===== src/rtl/multicycle_controller_pkg.sv =====
// Shared state/opcode encodings for the multicycle controller and its output decoder.
package ctrl_pkg;

    typedef enum logic [2:0] {
        IDLE,
        FETCH,
        DECODE,
        EXEC,
        MEM_WAIT,
        WB,
        HALT
    } ctrlState_t;

    typedef enum logic [2:0] {
        K_NOP,
        K_ALU,
        K_MOVI,
        K_LOAD,
        K_STORE,
        K_JUMP,
        K_HALT,
        K_ILLEGAL
    } opKind_t;

    localparam int unsigned OP_NOP   = 0;
    localparam int unsigned OP_ADD   = 1;
    localparam int unsigned OP_SUB   = 2;
    localparam int unsigned OP_AND   = 3;
    localparam int unsigned OP_OR    = 4;
    localparam int unsigned OP_LOAD  = 5;
    localparam int unsigned OP_STORE = 6;
    localparam int unsigned OP_JMP   = 7;
    localparam int unsigned OP_JZ    = 8;
    localparam int unsigned OP_MOVI  = 9;

    localparam logic [1:0] ALU_ADD = 2'b00;
    localparam logic [1:0] ALU_SUB = 2'b01;
    localparam logic [1:0] ALU_AND = 2'b10;
    localparam logic [1:0] ALU_OR  = 2'b11;

    // HALT is the all-ones opcode, so its value follows the opcode width.
    function automatic int unsigned opHaltValue(input int unsigned opw);
        return (32'd1 << opw) - 32'd1;
    endfunction

    function automatic opKind_t classifyOp(input int unsigned op, input int unsigned haltOp);
        if (op == haltOp) return K_HALT;
        if (op == OP_NOP) return K_NOP;
        if (op <= OP_OR) return K_ALU;
        if (op == OP_LOAD) return K_LOAD;
        if (op == OP_STORE) return K_STORE;
        if (op == OP_JMP || op == OP_JZ) return K_JUMP;
        if (op == OP_MOVI) return K_MOVI;
        return K_ILLEGAL;
    endfunction

endpackage


===== src/rtl/multicycle_controller_if.sv =====
// Controller <-> IR/datapath bundle; master is the controller, slave the datapath side.
interface multicycle_controller_if #(
    parameter int OPW  = 4,
    parameter int NREG = 3,
    parameter int RSW  = 2
);
    logic            en;
    logic [OPW-1:0]  opcode;
    logic [RSW-1:0]  rsel;
    logic            zero;
    logic            mem_ready;
    logic [NREG-1:0] load_reg;
    logic            loadIR;
    logic            loadPC;
    logic            incPC;
    logic [1:0]      alu_mode;
    logic            we_DM;
    logic            re_DM;
    logic            selA;
    logic            selB;
    logic            halted;
    logic            err;

    modport master (
        input  en, opcode, rsel, zero, mem_ready,
        output load_reg, loadIR, loadPC, incPC, alu_mode,
               we_DM, re_DM, selA, selB, halted, err
    );

    modport slave (
        output en, opcode, rsel, zero, mem_ready,
        input  load_reg, loadIR, loadPC, incPC, alu_mode,
               we_DM, re_DM, selA, selB, halted, err
    );
endinterface


===== src/rtl/multicycle_controller_out_decode.sv =====
// Purely combinational map from controller state and latched instruction to datapath controls.
module ctrl_out_decode
    import ctrl_pkg::*;
#(
    parameter int OPW  = 4,
    parameter int NREG = 3,
    parameter int RSW  = 2
) (
    input  ctrlState_t      state,
    input  logic [OPW-1:0]  op_q,
    input  logic [RSW-1:0]  rs_q,
    input  logic            zero,
    output logic [NREG-1:0] load_reg,
    output logic            loadIR,
    output logic            loadPC,
    output logic            incPC,
    output logic [1:0]      alu_mode,
    output logic            we_DM,
    output logic            re_DM,
    output logic            selA,
    output logic            selB,
    output logic            halted,
    output logic            badDest
);
    int unsigned opVal;
    opKind_t     kind;
    logic [1:0]  aluOf;

    always_comb begin
        // NOTE: every output gets a default first so no path through the case infers a latch.
        load_reg = '0;
        loadIR   = 1'b0;
        loadPC   = 1'b0;
        incPC    = 1'b0;
        alu_mode = ALU_ADD;
        we_DM    = 1'b0;
        re_DM    = 1'b0;
        selA     = 1'b0;
        selB     = 1'b0;
        halted   = 1'b0;
        badDest  = 1'b0;
        opVal    = 32'(op_q);
        kind     = classifyOp(opVal, opHaltValue(OPW));
        aluOf    = 2'(opVal - 32'd1);

        case (state)
            FETCH: begin
                loadIR = 1'b1;
                incPC  = 1'b1;
            end
            EXEC: begin
                if (kind == K_ALU) alu_mode = aluOf;
                selB = (kind == K_MOVI);
                if (kind == K_JUMP) loadPC = (opVal == OP_JMP) ? 1'b1 : zero;
            end
            MEM_WAIT: begin
                re_DM = (kind == K_LOAD);
                selA  = (kind == K_LOAD);
                we_DM = (kind == K_STORE);
            end
            WB: begin
                // An out-of-range destination simply matches no load bit.
                for (int i = 0; i < NREG; i++) load_reg[i] = (int'(rs_q) == i);
                badDest = (int'(rs_q) >= NREG);
                selA    = (kind == K_LOAD);
                selB    = (kind == K_MOVI);
                if (kind == K_ALU) alu_mode = aluOf;
            end
            HALT:    halted = 1'b1;
            default: ;
        endcase
    end
endmodule


===== src/rtl/multicycle_controller.sv =====
// Multicycle sequencer: FSM, instruction latch, memory-wait counter and sticky error flag.
module multicycle_controller
    import ctrl_pkg::*;
#(
    parameter int OPW         = 4,
    parameter int NREG        = 3,
    parameter int RSW         = 2,
    parameter int MEM_TIMEOUT = 15
) (
    input logic                    clk,
    input logic                    rst,
    multicycle_controller_if.master bus
);
    ctrlState_t     state;
    ctrlState_t     stateNext;
    ctrlState_t     boundary;
    logic [OPW-1:0] op_q;
    logic [RSW-1:0] rs_q;
    logic [7:0]     waitCnt;
    logic           errQ;
    logic           setErr;
    logic           badDest;
    opKind_t        irKind;
    opKind_t        opKind;

    ctrl_out_decode #(.OPW(OPW), .NREG(NREG), .RSW(RSW)) uDecode (
        .state    (state),
        .op_q     (op_q),
        .rs_q     (rs_q),
        .zero     (bus.zero),
        .load_reg (bus.load_reg),
        .loadIR   (bus.loadIR),
        .loadPC   (bus.loadPC),
        .incPC    (bus.incPC),
        .alu_mode (bus.alu_mode),
        .we_DM    (bus.we_DM),
        .re_DM    (bus.re_DM),
        .selA     (bus.selA),
        .selB     (bus.selB),
        .halted   (bus.halted),
        .badDest  (badDest)
    );

    always_comb begin
        stateNext = state;
        setErr    = 1'b0;
        boundary  = bus.en ? FETCH : IDLE;
        irKind    = classifyOp(32'(bus.opcode), opHaltValue(OPW));
        opKind    = classifyOp(32'(op_q), opHaltValue(OPW));

        case (state)
            IDLE:   if (bus.en) stateNext = FETCH;
            FETCH:  stateNext = DECODE;
            DECODE: begin
                case (irKind)
                    K_NOP:                   stateNext = boundary;
                    K_ALU, K_MOVI, K_JUMP:   stateNext = EXEC;
                    K_LOAD, K_STORE:         stateNext = MEM_WAIT;
                    K_HALT:                  stateNext = HALT;
                    default: begin
                        stateNext = HALT;
                        setErr    = 1'b1;
                    end
                endcase
            end
            EXEC: stateNext = (opKind == K_ALU || opKind == K_MOVI) ? WB : boundary;
            MEM_WAIT: begin
                // Timeout is tested first so a same-edge mem_ready still halts.
                if (waitCnt == 8'(MEM_TIMEOUT - 1)) begin
                    stateNext = HALT;
                    setErr    = 1'b1;
                end else if (bus.mem_ready) begin
                    stateNext = (opKind == K_LOAD) ? WB : boundary;
                end
            end
            WB: begin
                stateNext = boundary;
                setErr    = badDest;
            end
            default: stateNext = HALT;
        endcase
    end

    // NOTE: sequential state uses non-blocking assignments so every flop samples pre-edge values.
    always_ff @(posedge clk or posedge rst) begin
        if (rst) begin
            state   <= IDLE;
            op_q    <= '0;
            rs_q    <= '0;
            waitCnt <= '0;
            errQ    <= 1'b0;
        end else begin
            state   <= stateNext;
            errQ    <= errQ | setErr;
            waitCnt <= (state == MEM_WAIT) ? waitCnt + 8'd1 : 8'd0;
            if (state == DECODE) begin
                op_q <= bus.opcode;
                rs_q <= bus.rsel;
            end
        end
    end

    assign bus.err = errQ;
endmodule

===== src/flat_wrapper.sv =====
// flat-port wrapper written by rule: the top's interface ports become plain ports
module multicycle_controller_flat import ctrl_pkg::*;
#(
    parameter int OPW         = 4,
    parameter int NREG        = 3,
    parameter int RSW         = 2,
    parameter int MEM_TIMEOUT = 15
)
  (clk, rst, bus_en, bus_opcode, bus_rsel, bus_zero, bus_mem_ready, bus_load_reg, bus_loadIR, bus_loadPC, bus_incPC, bus_alu_mode, bus_we_DM, bus_re_DM, bus_selA, bus_selB, bus_halted, bus_err);
  multicycle_controller_if #(.OPW(OPW), .NREG(NREG), .RSW(RSW)) bus_i ();
  input logic clk;
  input logic rst;
  input wire logic [$bits(bus_i.en)-1:0] bus_en;
  input wire logic [$bits(bus_i.opcode)-1:0] bus_opcode;
  input wire logic [$bits(bus_i.rsel)-1:0] bus_rsel;
  input wire logic [$bits(bus_i.zero)-1:0] bus_zero;
  input wire logic [$bits(bus_i.mem_ready)-1:0] bus_mem_ready;
  output wire logic [$bits(bus_i.load_reg)-1:0] bus_load_reg;
  output wire logic [$bits(bus_i.loadIR)-1:0] bus_loadIR;
  output wire logic [$bits(bus_i.loadPC)-1:0] bus_loadPC;
  output wire logic [$bits(bus_i.incPC)-1:0] bus_incPC;
  output wire logic [$bits(bus_i.alu_mode)-1:0] bus_alu_mode;
  output wire logic [$bits(bus_i.we_DM)-1:0] bus_we_DM;
  output wire logic [$bits(bus_i.re_DM)-1:0] bus_re_DM;
  output wire logic [$bits(bus_i.selA)-1:0] bus_selA;
  output wire logic [$bits(bus_i.selB)-1:0] bus_selB;
  output wire logic [$bits(bus_i.halted)-1:0] bus_halted;
  output wire logic [$bits(bus_i.err)-1:0] bus_err;
  assign bus_i.en = bus_en;
  assign bus_i.opcode = bus_opcode;
  assign bus_i.rsel = bus_rsel;
  assign bus_i.zero = bus_zero;
  assign bus_i.mem_ready = bus_mem_ready;
  assign bus_load_reg = bus_i.load_reg;
  assign bus_loadIR = bus_i.loadIR;
  assign bus_loadPC = bus_i.loadPC;
  assign bus_incPC = bus_i.incPC;
  assign bus_alu_mode = bus_i.alu_mode;
  assign bus_we_DM = bus_i.we_DM;
  assign bus_re_DM = bus_i.re_DM;
  assign bus_selA = bus_i.selA;
  assign bus_selB = bus_i.selB;
  assign bus_halted = bus_i.halted;
  assign bus_err = bus_i.err;
  multicycle_controller #(.OPW(OPW), .NREG(NREG), .RSW(RSW), .MEM_TIMEOUT(MEM_TIMEOUT)) u_core (.clk(clk), .rst(rst), .bus(bus_i));
endmodule

===== config.mk =====
export PLATFORM = sky130hd
export DESIGN_NAME = multicycle_controller_flat
export DESIGN_NICKNAME = d
export VERILOG_FILES = /design/src/rtl/multicycle_controller_pkg.sv /design/src/rtl/multicycle_controller_if.sv /design/src/rtl/multicycle_controller_out_decode.sv /design/src/rtl/multicycle_controller.sv /design/src/flat_wrapper.sv
export SDC_FILE = /design/constraint.sdc
export NUM_CORES = 1
export LEC_CHECK = 0
export CAP_MARGIN = 20
export CORE_MARGIN = 2
export CORE_UTILIZATION = 40
export CTS_BUF_LIST = sky130_fd_sc_hd__clkbuf_8
export DETAILED_ROUTE_END_ITERATION = 8
export HOLD_SLACK_MARGIN = 0.03
export PLACE_DENSITY = 0.66
export SETUP_SLACK_MARGIN = 0.05
export SLEW_MARGIN = 0
export SYNTH_ARGS = -nofsm -noshare
export SYNTH_HDL_FRONTEND = slang
export SYNTH_HIERARCHICAL = 1
export SYNTH_SLANG_ARGS = --single-unit

===== constraint.sdc =====
create_clock -name clk -period 2.4 [get_ports clk]
set_input_delay 0.6 -clock clk [delete_from_list [all_inputs] [get_ports clk]]
set_output_delay 0.6 -clock clk [all_outputs]
set_load 0.1 [all_outputs]

==> impl_metrics.env <==
export IMPL_h_tree_depth=1
export IMPL_violations="setup timing"
export IMPL_dp_final_hpwl_mm=2.66
export IMPL_via_count=1335
export IMPL_stdcell_count=237
export IMPL_finalWeightedCongestion=0.798
export IMPL_grt_overflow_total=0
export IMPL_grt_pass1_vias=1300
export IMPL_cp_max_fo=4
export IMPL_vias_per_cell=5.63
export IMPL_syn_to_final_growth_pct=57.3
export IMPL_vdd_drop_max_v=0.000498
export IMPL_skew_ps=2.80
export IMPL_hold_buffers=0
export IMPL_synth_seq_cells=18
export IMPL_portBuffers=24
export IMPL_p_clk_frac=0.095
export IMPL_setup_tns_ps=-736
export IMPL_clk_pin_slew_ps=60
export IMPL_drc=0
export IMPL_drv_cap=0
export IMPL_yosysSeqAreaShare=0.321
export IMPL_placedCellCount=227
export IMPL_drt_pass1_iterations=4
export IMPL_synth_edff_count=0
export IMPL_drt_total_wl_mm=3.75
export IMPL_insertion_delay_ps=250
export IMPL_swShare=0.481
export IMPL_mostFrequentLayoutCells="dfrtp_1 (16), buf_4 (15), buf_12 (13), nor2_1 (13), clkdlybuf4s50_1 (10)"
export IMPL_synth_main_ff_cell="dfrtp_1"
export IMPL_placementRows=21
export IMPL_power_share_combinational=0.684
export IMPL_wl_per_cell_um=15.8
export IMPL_synth_cell_type_count=51
export IMPL_p_int_mw=1.32
export IMPL_grt_max_degree=19
export IMPL_finalCriticalPeriod_ps=2630
export IMPL_fin_crit_sh=1.10
export IMPL_slew_limit_headroom=0.550
export IMPL_synthesis_instances=153
export IMPL_status="finished with violations"
export IMPL_ant_nets=0
export IMPL_drive_gt1_frac=0.414
export IMPL_syn_area_per_cell_um2=9.18
export IMPL_async_reset_ff_frac=1.00
export IMPL_clk_path_buf_depth=2
export IMPL_mostFrequentLayoutCell="dfrtp_1"
export IMPL_cts_tree="done"
export IMPL_start_util=0.418
export IMPL_grt_pass1_wl_mm=5.91
export IMPL_clock_sinks=18
export IMPL_worst_slack_ps=-230
export IMPL_pwr_share_seq=0.220
export IMPL_hp_class="flop to flop"
export IMPL_rsz0062_at_grt="true"
export IMPL_syn_nets=170
export IMPL_drv_slew=0
export IMPL_whs_ps=508
export IMPL_p_per_area_mw_per_mm2=1150
export IMPL_end_kind="primary output"
export IMPL_max_freq_ghz=0.380
export IMPL_power_mw=2.54
export IMPL_ys_warn_count=6
export IMPL_diodes=0
export IMPL_p_leak_nw=0.874
export IMPL_finalSetupViolCount=6
export IMPL_fillers=270
export IMPL_drt_iter0_markers=74
export IMPL_place_ws_ps=-21.2
export IMPL_hold_viol_final=0
export IMPL_cts_root_buf="clkbuf_8"
export IMPL_pin_count=25
export IMPL_die_area_mm2=0.00400
export IMPL_cts_made_buffers=3
export IMPL_syn_area_mm2=0.00141
export IMPL_worstMarginPinSlew_ps=674
export IMPL_crit_arrival_ps=2030
export IMPL_p_sw_mw=1.22
export IMPL_worstPathRequired_ps=1800
export IMPL_core_mm2=0.00336
export IMPL_nets=209
export IMPL_crit_path_start_kind="flop"
export IMPL_track_usage=0.181
export IMPL_die_h_um=63.3
export IMPL_critical_path_class="flop to primary output"
export IMPL_die_w_um=63.3
export IMPL_grt_antenna_before_repair=0
[layer usage]
metal	track usage	vias up	routed length (um)
met5	0	-	0
met4	0.0408	0	37
met3	0.0179	6	152
met2	0.350	39	2020
met1	0.215	665	1540
li1	-	625	-
[area by class of cell]
| cell class | count | area [um2] | share of cell area |
|---|---|---|---|
| clock buffers | 4 | 55.1 | 0.0249 |
| inverters | 11 | 46.3 | 0.0209 |
| multi-input cells | 114 | 1060 | 0.479 |
| flip-flops and latches | 18 | 453 | 0.205 |
| well taps | 46 | 57.6 | 0.0260 |
| repair buffers | 44 | 541 | 0.244 |
[critical path: stages (launching register included)]
cell      delay [ps]
dfrtp_2          440
buf_6            130
ha_4             140
nor2_1            50
or4_4            490
a221oi_4         310
buf_12           210
[cells in the mapped netlist, types with 2 or more instances]
cell type,count,area (um2)
dfrtp_1,18,450
nor2_1,17,63.8
inv_1,10,37.5
mux2_2,7,78.8
nor3_1,7,35.0
ha_1,6,75.1
xor2_1,6,52.6
clkbuf_1,5,18.8
nand3_1,5,25.0
o211ai_1,4,30.0
xnor2_1,4,35.0
a211oi_1,3,22.5
buf_6,3,33.8
nand2_1,3,11.3
nand3b_1,3,22.5
o21ai_0,3,15.0
a21oi_1,2,10.0
and3_1,2,12.5
buf_4,2,15.0
mux2i_1,2,20.0
nand2b_1,2,12.5
nand4b_1,2,17.5
nor2b_1,2,12.5
nor3b_1,2,15.0
nor4_1,2,12.5
nor4bb_1,2,20.0
o2111ai_1,2,17.5
o21a_1,2,15.0
or3_1,2,12.5
or3b_2,2,17.5
[through the flow]
step                       util  instance area [um2]
after global placement    0.596                 2000
after CTS                 0.624                 2100
after global routing      0.657                 2210
after floorplan               -                 1540
final                     0.657                 2210
after detailed placement  0.596                 2000
[kinds of logic after synthesis]
kind of cell,share of synthesized area
compound gates,0.147
mux,0.0704
buf+inv,0.0775
xor+xnor,0.0623
flops,0.321
fa+ha+maj,0.0534
simple gates,0.269
[power by group through the flow]
stage | Combinational, mW | Clock (mW) | Sequential, mW
final | 1.74 | 0.242 | 0.559
after global routing | 1.83 | 0.265 | 0.576
after CTS | 1.53 | 0.248 | 0.538
after detailed placement | 1.46 | 0 | 0.542
after global placement | 1.43 | 0 | 0.537
after floorplan | 1.03 | 0 | 0.573
[registers in the layout, summed over array words and instances (netlist names)]
name / cells
u_core/waitCnt: 8
u_core/op_q: 4
u_core/state: 3
u_core/rs_q: 2
u_core/bus.err: 1
[timing repair]
item / 4_1_cts / 5_1_grt
gates resized for setup: 6 / 16
buffers inserted: 2 / 4
setup endpoints to repair: 5 / 7
endpoints found under the hold margin: 0 / 0
pin swaps: 5 / 8
[final timing paths]
kind	startpoint	endpoint	slack, ps	depth (start not counted)
max in group asynchronous	rst	u_core/op_q[1]	1180	2
max	u_core/op_q[0]	bus_we_DM	-230	6
min reg2reg	u_core/waitCnt[0]	u_core/waitCnt[0]	510	1
max reg2reg	u_core/state[1]	u_core/state[2]	310	5
min	u_core/waitCnt[0]	u_core/waitCnt[0]	510	1
min in group asynchronous	rst	u_core/rs_q[1]	750	2
Note: power is estimated with default switching activity, not from simulation.
